$ cat config.mk
export PLATFORM = sky130hd
export DESIGN_NAME = cdb_arbiter
export DESIGN_NICKNAME = d
export VERILOG_FILES = /design/src/rtl/cpu_defs.sv /design/src/rtl/cdb_src_fifo.sv /design/src/rtl/cdb_arbiter.sv
export SDC_FILE = /design/constraint.sdc
export NUM_CORES = 1
export LEC_CHECK = 0
export BUFFER_PORTS_ARGS = -buffer_cell sky130_fd_sc_hd__buf_2
export CAP_MARGIN = 20
export CORE_MARGIN = 2
export CORE_UTILIZATION = 35
export DETAILED_ROUTE_END_ITERATION = 12
export PLACE_DENSITY_LB_ADDON = 0.3
export SETUP_SLACK_MARGIN = 0.3
export SKIP_LAST_GASP = 1
export SLEW_MARGIN = 20
export SYNTH_ARGS = -nofsm -noshare
export SYNTH_HDL_FRONTEND = slang
export SYNTH_HIERARCHICAL = 1
export SYNTH_SLANG_ARGS = --single-unit
$ cat constraint.sdc
create_clock -name clock -period 4.7 [get_ports clock]
set_clock_uncertainty 0.1 [all_clocks]
set_input_delay 0.94 -clock clock [delete_from_list [all_inputs] [get_ports clock]]
set_output_delay 0.94 -clock clock [all_outputs]
set_load 0.1 [all_outputs]
$ cat src/rtl/cpu_defs.sv
// Shared CPU constants and the result record carried on the common data bus.
// Also holds the round-robin successor helper used by the CDB arbiter.
package cpu_defs;

   localparam int DATA_W    = 32;
   localparam int ROB_IDX_W = 3;

   typedef struct packed {
      logic [ROB_IDX_W-1:0] robNum;
      logic [DATA_W-1:0]    data;
   } cdb_entry_t;

   // Next source after cur, wrapping at n (n need not be a power of two).
   function automatic int rr_next(input int cur, input int n);
      return (cur >= n - 1) ? 0 : cur + 1;
   endfunction

endpackage

$ cat src/rtl/cdb_src_fifo.sv
// Per-source circular buffer of CDB results awaiting broadcast.
// Push is ignored when full and pop is ignored when empty.
module cdb_src_fifo
   import cpu_defs::*;
#(
   parameter int DEPTH = 2
) (
   input  logic       clock,
   input  logic       reset,
   input  logic       push,
   input  cdb_entry_t din,
   input  logic       pop,
   output cdb_entry_t dout,
   output logic       full,
   output logic       empty
);

   localparam int PTR_W = (DEPTH > 1) ? $clog2(DEPTH) : 1;
   localparam int CNT_W = $clog2(DEPTH) + 1;
   localparam logic [CNT_W-1:0] FULL_CNT = CNT_W'(DEPTH);

   cdb_entry_t       mem_q [DEPTH];
   cdb_entry_t       mem_d [DEPTH];
   logic [PTR_W-1:0] wr_ptr_q, wr_ptr_d;
   logic [PTR_W-1:0] rd_ptr_q, rd_ptr_d;
   logic [CNT_W-1:0] count_q, count_d;
   logic             push_ok;
   logic             pop_ok;

   assign full    = (count_q == FULL_CNT);
   assign empty   = (count_q == '0);
   assign push_ok = push && !full;
   assign pop_ok  = pop && !empty;
   assign dout    = mem_q[rd_ptr_q];

   // Pointers wrap naturally because DEPTH is a power of two.
   always_comb begin
      mem_d    = mem_q;
      wr_ptr_d = wr_ptr_q;
      rd_ptr_d = rd_ptr_q;
      count_d  = count_q;
      if (push_ok) begin
         mem_d[wr_ptr_q] = din;
         wr_ptr_d        = wr_ptr_q + 1'b1;
      end
      if (pop_ok) begin
         rd_ptr_d = rd_ptr_q + 1'b1;
      end
      case ({push_ok, pop_ok})
         2'b10:   count_d = count_q + 1'b1;
         2'b01:   count_d = count_q - 1'b1;
         default: count_d = count_q;
      endcase
   end

   always_ff @(posedge clock) begin
      if (reset) begin
         wr_ptr_q <= '0;
         rd_ptr_q <= '0;
         count_q  <= '0;
      end else begin
         mem_q    <= mem_d;
         wr_ptr_q <= wr_ptr_d;
         rd_ptr_q <= rd_ptr_d;
         count_q  <= count_d;
      end
   end

endmodule

$ cat src/rtl/cdb_arbiter.sv
// Common data bus transmit side: per-source result queues drained one per cycle
// in round-robin order into a registered broadcast.
module cdb_arbiter
   import cpu_defs::*;
#(
   parameter int NUM_SRC = 2,
   parameter int DEPTH   = 2
) (
   input  logic                         clock,
   input  logic                         reset,
   input  logic [NUM_SRC-1:0]           src_valid,
   output logic [NUM_SRC-1:0]           src_ready,
   input  logic [NUM_SRC*ROB_IDX_W-1:0] src_robNum,
   input  logic [NUM_SRC*DATA_W-1:0]    src_data,
   output logic                         iscast_out,
   output logic [ROB_IDX_W-1:0]         robNum_out,
   output logic [DATA_W-1:0]            data_out,
   output logic [NUM_SRC-1:0]           pending
);

   localparam int SRC_W = (NUM_SRC > 1) ? $clog2(NUM_SRC) : 1;

   cdb_entry_t           din  [NUM_SRC];
   cdb_entry_t           head [NUM_SRC];
   logic [NUM_SRC-1:0]   push;
   logic [NUM_SRC-1:0]   pop;
   logic [NUM_SRC-1:0]   full;
   logic [NUM_SRC-1:0]   empty;

   logic                 grant;
   logic [SRC_W-1:0]     winner;
   int                   idx;

   logic [SRC_W-1:0]     rr_ptr_q, rr_ptr_d;
   logic                 iscast_q, iscast_d;
   logic [ROB_IDX_W-1:0] rob_q, rob_d;
   logic [DATA_W-1:0]    data_q, data_d;

   // Ready is forced low during reset so a flush cycle cannot capture a push.
   assign src_ready = ~full & {NUM_SRC{~reset}};
   assign push      = src_valid & src_ready;
   assign pending   = ~empty;

   for (genvar i = 0; i < NUM_SRC; i++) begin : g_src
      assign din[i].robNum = src_robNum[i*ROB_IDX_W +: ROB_IDX_W];
      assign din[i].data   = src_data[i*DATA_W +: DATA_W];

      cdb_src_fifo #(
         .DEPTH (DEPTH)
      ) u_fifo (
         .clock (clock),
         .reset (reset),
         .push  (push[i]),
         .din   (din[i]),
         .pop   (pop[i]),
         .dout  (head[i]),
         .full  (full[i]),
         .empty (empty[i])
      );
   end

   // Search from rr_ptr upward; the first non-empty queue wins and is popped.
   always_comb begin
      grant  = 1'b0;
      winner = '0;
      idx    = 0;
      pop    = '0;
      for (int k = 0; k < NUM_SRC; k++) begin
         idx = (int'(rr_ptr_q) + k) % NUM_SRC;
         if (!grant && !empty[SRC_W'(idx)]) begin
            grant  = 1'b1;
            winner = SRC_W'(idx);
         end
      end
      if (grant) begin
         pop[winner] = 1'b1;
      end
   end

   always_comb begin
      rr_ptr_d = rr_ptr_q;
      iscast_d = grant;
      rob_d    = rob_q;
      data_d   = data_q;
      if (grant) begin
         rr_ptr_d = SRC_W'(rr_next(int'(winner), NUM_SRC));
         rob_d    = head[winner].robNum;
         data_d   = head[winner].data;
      end
   end

   always_ff @(posedge clock) begin
      if (reset) begin
         rr_ptr_q <= '0;
         iscast_q <= 1'b0;
         rob_q    <= '0;
         data_q   <= '0;
      end else begin
         rr_ptr_q <= rr_ptr_d;
         iscast_q <= iscast_d;
         rob_q    <= rob_d;
         data_q   <= data_d;
      end
   end

   assign iscast_out = iscast_q;
   assign robNum_out = rob_q;
   assign data_out   = data_q;

endmodule
==> results.json <==
{
  "avgSynthCellArea_um2": 16.55,
  "setup_viol": 0,
  "gp_congestion": 0.7188,
  "utilization_pct": 42.71,
  "p_int_mw": 3.001,
  "fin_setup_tns_ns": 0,
  "layout.nets": 627,
  "final_area_um2": 8615,
  "netlist_instances": 433,
  "vdd_drop_max_mv": 0.4008,
  "ys_seq_area_share_pct": 71.25,
  "rows": 52,
  "die_area_um2": 21630,
  "nFillCells": 1877,
  "post-place-cells": 802,
  "ctsResizeCount": 0,
  "drive_above_1_share_pct": 30.50,
  "yosysWarnings": 6,
  "switching_share_pct": 37.07,
  "yosys_register_bits": 185,
  "syn-num-nets": 509,
  "hold_path.class": "reg2reg",
  "grt_max_degree": 40,
  "drc_errors": 0,
  "drt_pass1_iterations": 4,
  "drt_wl_total_mm": 14.99,
  "cts_setup_buffers": 0,
  "cts_tree": "done",
  "crit_fanout": 36,
  "p_seq_share_pct": 42.5,
  "grt_setup_unrepaired": "no",
  "pre_cts_ws_ns": 1.674,
  "cp-end-kind": "output port",
  "outcome": "completed",
  "chipWidth_um": 147.1,
  "initial_core_util_pct": 35.52,
  "period_share_pct": 66.77,
  "clock.fmax_ghz": 0.3187,
  "hpwl_mm": 9.903,
  "ant_nets": 0,
  "holdBufCountCts": 0,
  "rr_worst_depth": 7,
  "cts_buffer_depth": 2,
  "h-tree-depth": 4,
  "hold_ws_ns": 0.4086,
  "grt_usage_pct": 14.36,
  "wl_per_cell_um": 17.95,
  "rr_endpoint": "g_src[0].u_fifo/count_q[1]",
  "hold_depth": 2,
  "r2r_slack_ns": 2.42,
  "start_kind": "register",
  "slew_violations": 0,
  "path_clk_slew_ns": 0.06,
  "cts-root-buf": "clkbuf_16",
  "first_iter_violations": 159,
  "hold_viol": 0,
  "ios": 114,
  "relSlewSlack_pct": 30.81,
  "final_cell_count_no_fill": 835,
  "critPathArrivalTime_ns": 2.10,
  "pwr-share-clk_pct": 28.8,
  "required_ns": 3.66,
  "startpoint": "g_src[0].u_fifo/count_q[0]",
  "max_cap_viol_count": 0,
  "p_sw_mw": 1.768,
  "antenna_found_initial": 1,
  "synth_area_um2": 7164,
  "cts.sinks": 185,
  "period_minus_slack_ns": 3.138,
  "die_h_um": 147.1,
  "ys_types": 28,
  "cts_buffers": 17,
  "reg2reg_from": "g_src[0].u_fifo/count_q[1]",
  "fin_ws_ns": 1.562,
  "tightest_slew_ns": 1.038,
  "total_power_mw": 4.769,
  "clk_latency_ns": 0.43,
  "p_per_area_nw_per_um2": 553.6,
  "routed_via_density": 4.737,
  "port_buffers": 113,
  "vias": 3955,
  "grt_overflow": 0,
  "p_leak_nw": 3.055,
  "core_um2": 20170,
  "grt_pass1_vias": 4225,
  "syn_to_final_growth_pct": 20.24,
  "grt_pass1_wl_mm": 23.14,
  "place_area_um2": 8050,
  "critPathKind": "reg2out",
  "crit_end": "pending[0]",
  "combinationalPowerShare_pct": 28.8
}
## cell usage after synthesis
master	instances	area, um2
edfxtp_1	140	4204
mux2_1	58	653.1
dfxtp_1	45	900.9
nor2b_1	39	244.0
a211oi_1	35	262.8
mux2i_1	35	350.3
buf_2	13	65.06
mux2_2	12	135.1
nor2_1	10	37.54
clkbuf_1	5	18.77
a21oi_1	4	20.02
o21ai_0	4	20.02
or3_1	4	25.02
xnor2_1	4	35.03
inv_1	3	11.26
nor3_1	3	15.01
and2_1	2	12.51
buf_4	2	15.01
ha_1	2	25.02
nand2b_1	2	12.51
nor3b_1	2	15.01
o21a_1	2	15.01
xor2_1	2	17.52
buf_1	1	3.750
buf_12	1	20.02
buf_6	1	11.26
buf_8	1	15.01
inv_2	1	3.750
## critical path, stage by stage, from the launching register on
cell     delay, ns
dfxtp_1       0.47
nor2_4        0.05
inv_2         0.58
buf_2         0.56
## cells in the final DEF, fill, tap and decap left out, types with 9 or more instances in the layout
master and n:
dfxtp_1 42, mux2_2 12, nor2b_1 39, buf_2 113, a211oi_1 35, buf_4 10, edfxtp_1 140, mux2i_1 35
mux2_1 58, clkbuf_16 17, nor2_1 9
## flip-flops by register name (all words and copies together) (netlist names)
| signal | flops |
|---|---|
| g_src.u_fifo/count_q | 4 |
| robNum_out | 3 |
| g_src.u_fifo/mem_q | 140 |
| iscast_out | 1 |
| g_src.u_fifo/wr_ptr_q | 2 |
| rr_ptr_q | 1 |
| g_src.u_fifo/rd_ptr_q | 2 |
| data_out | 32 |
## worst min-delay path by stage
stage / start / to / slack (ns)
floorplan: g_src[0].u_fifo/count_q[1] / g_src[0].u_fifo/count_q[1] / 0.37
global route: data_out[5] / data_out[5] / 0.43
global placement: data_out[23] / data_out[23] / 0.40
CTS: data_out[6] / data_out[6] / 0.42
detailed placement: data_out[26] / data_out[26] / 0.40
finish: data_out[5] / data_out[5] / 0.41
## power groups by stage
stage	clock [mW]	sequential [mW]	combinational (mW)
floorplan	0	2.68	0.506
global placement	0	2.05	1.36
detailed placement	0	2.06	1.38
CTS	1.40	2.03	1.38
global route	1.46	2.05	1.44
finish	1.37	2.02	1.37
## area by class of cell
cell class | instances | area, um2 | share of cell area, %
Antenna cell | 1 | 2.502 | 0.02905
Clock buffer | 20 | 436.7 | 5.069
Clock inverter | 12 | 125.1 | 1.452
Inverter | 4 | 15.01 | 0.1743
Multi-Input combinational cell | 220 | 1948 | 22.61
Sequential cell | 185 | 5109 | 59.30
Tap cell | 270 | 337.8 | 3.922
Timing Repair Buffer | 123 | 640.6 | 7.436
## logic make-up (layout without fill, tap and decap cells)
family | after synthesis | count (layout) | share of synthesized area [%]
DFF | 185 | 185 | 71.25
muxes | 105 | 105 | 15.89
and+or+nand+nor | 62 | 62 | 5.047
AOI/OAI and AO/OA | 45 | 45 | 4.436
buffers and inverters | 28 | 159 | 2.288
xor gates and xnor gates | 6 | 6 | 0.7335
adders and majority gates | 2 | 2 | 0.3492
other | 0 | 1 | 0
## routing by layer
metal / track usage [%] / vias to the layer above / share of wire (%)
li1: - / 1872 / -
met1: 18.24 / 1949 / 45
met2: 23.53 / 109 / 48
met3: 3.944 / 25 / 5.3
met4: 5.529 / 0 / 1.7
met5: 0 / - / 0
No activity file was read; power rests on OpenSTA's default activity.
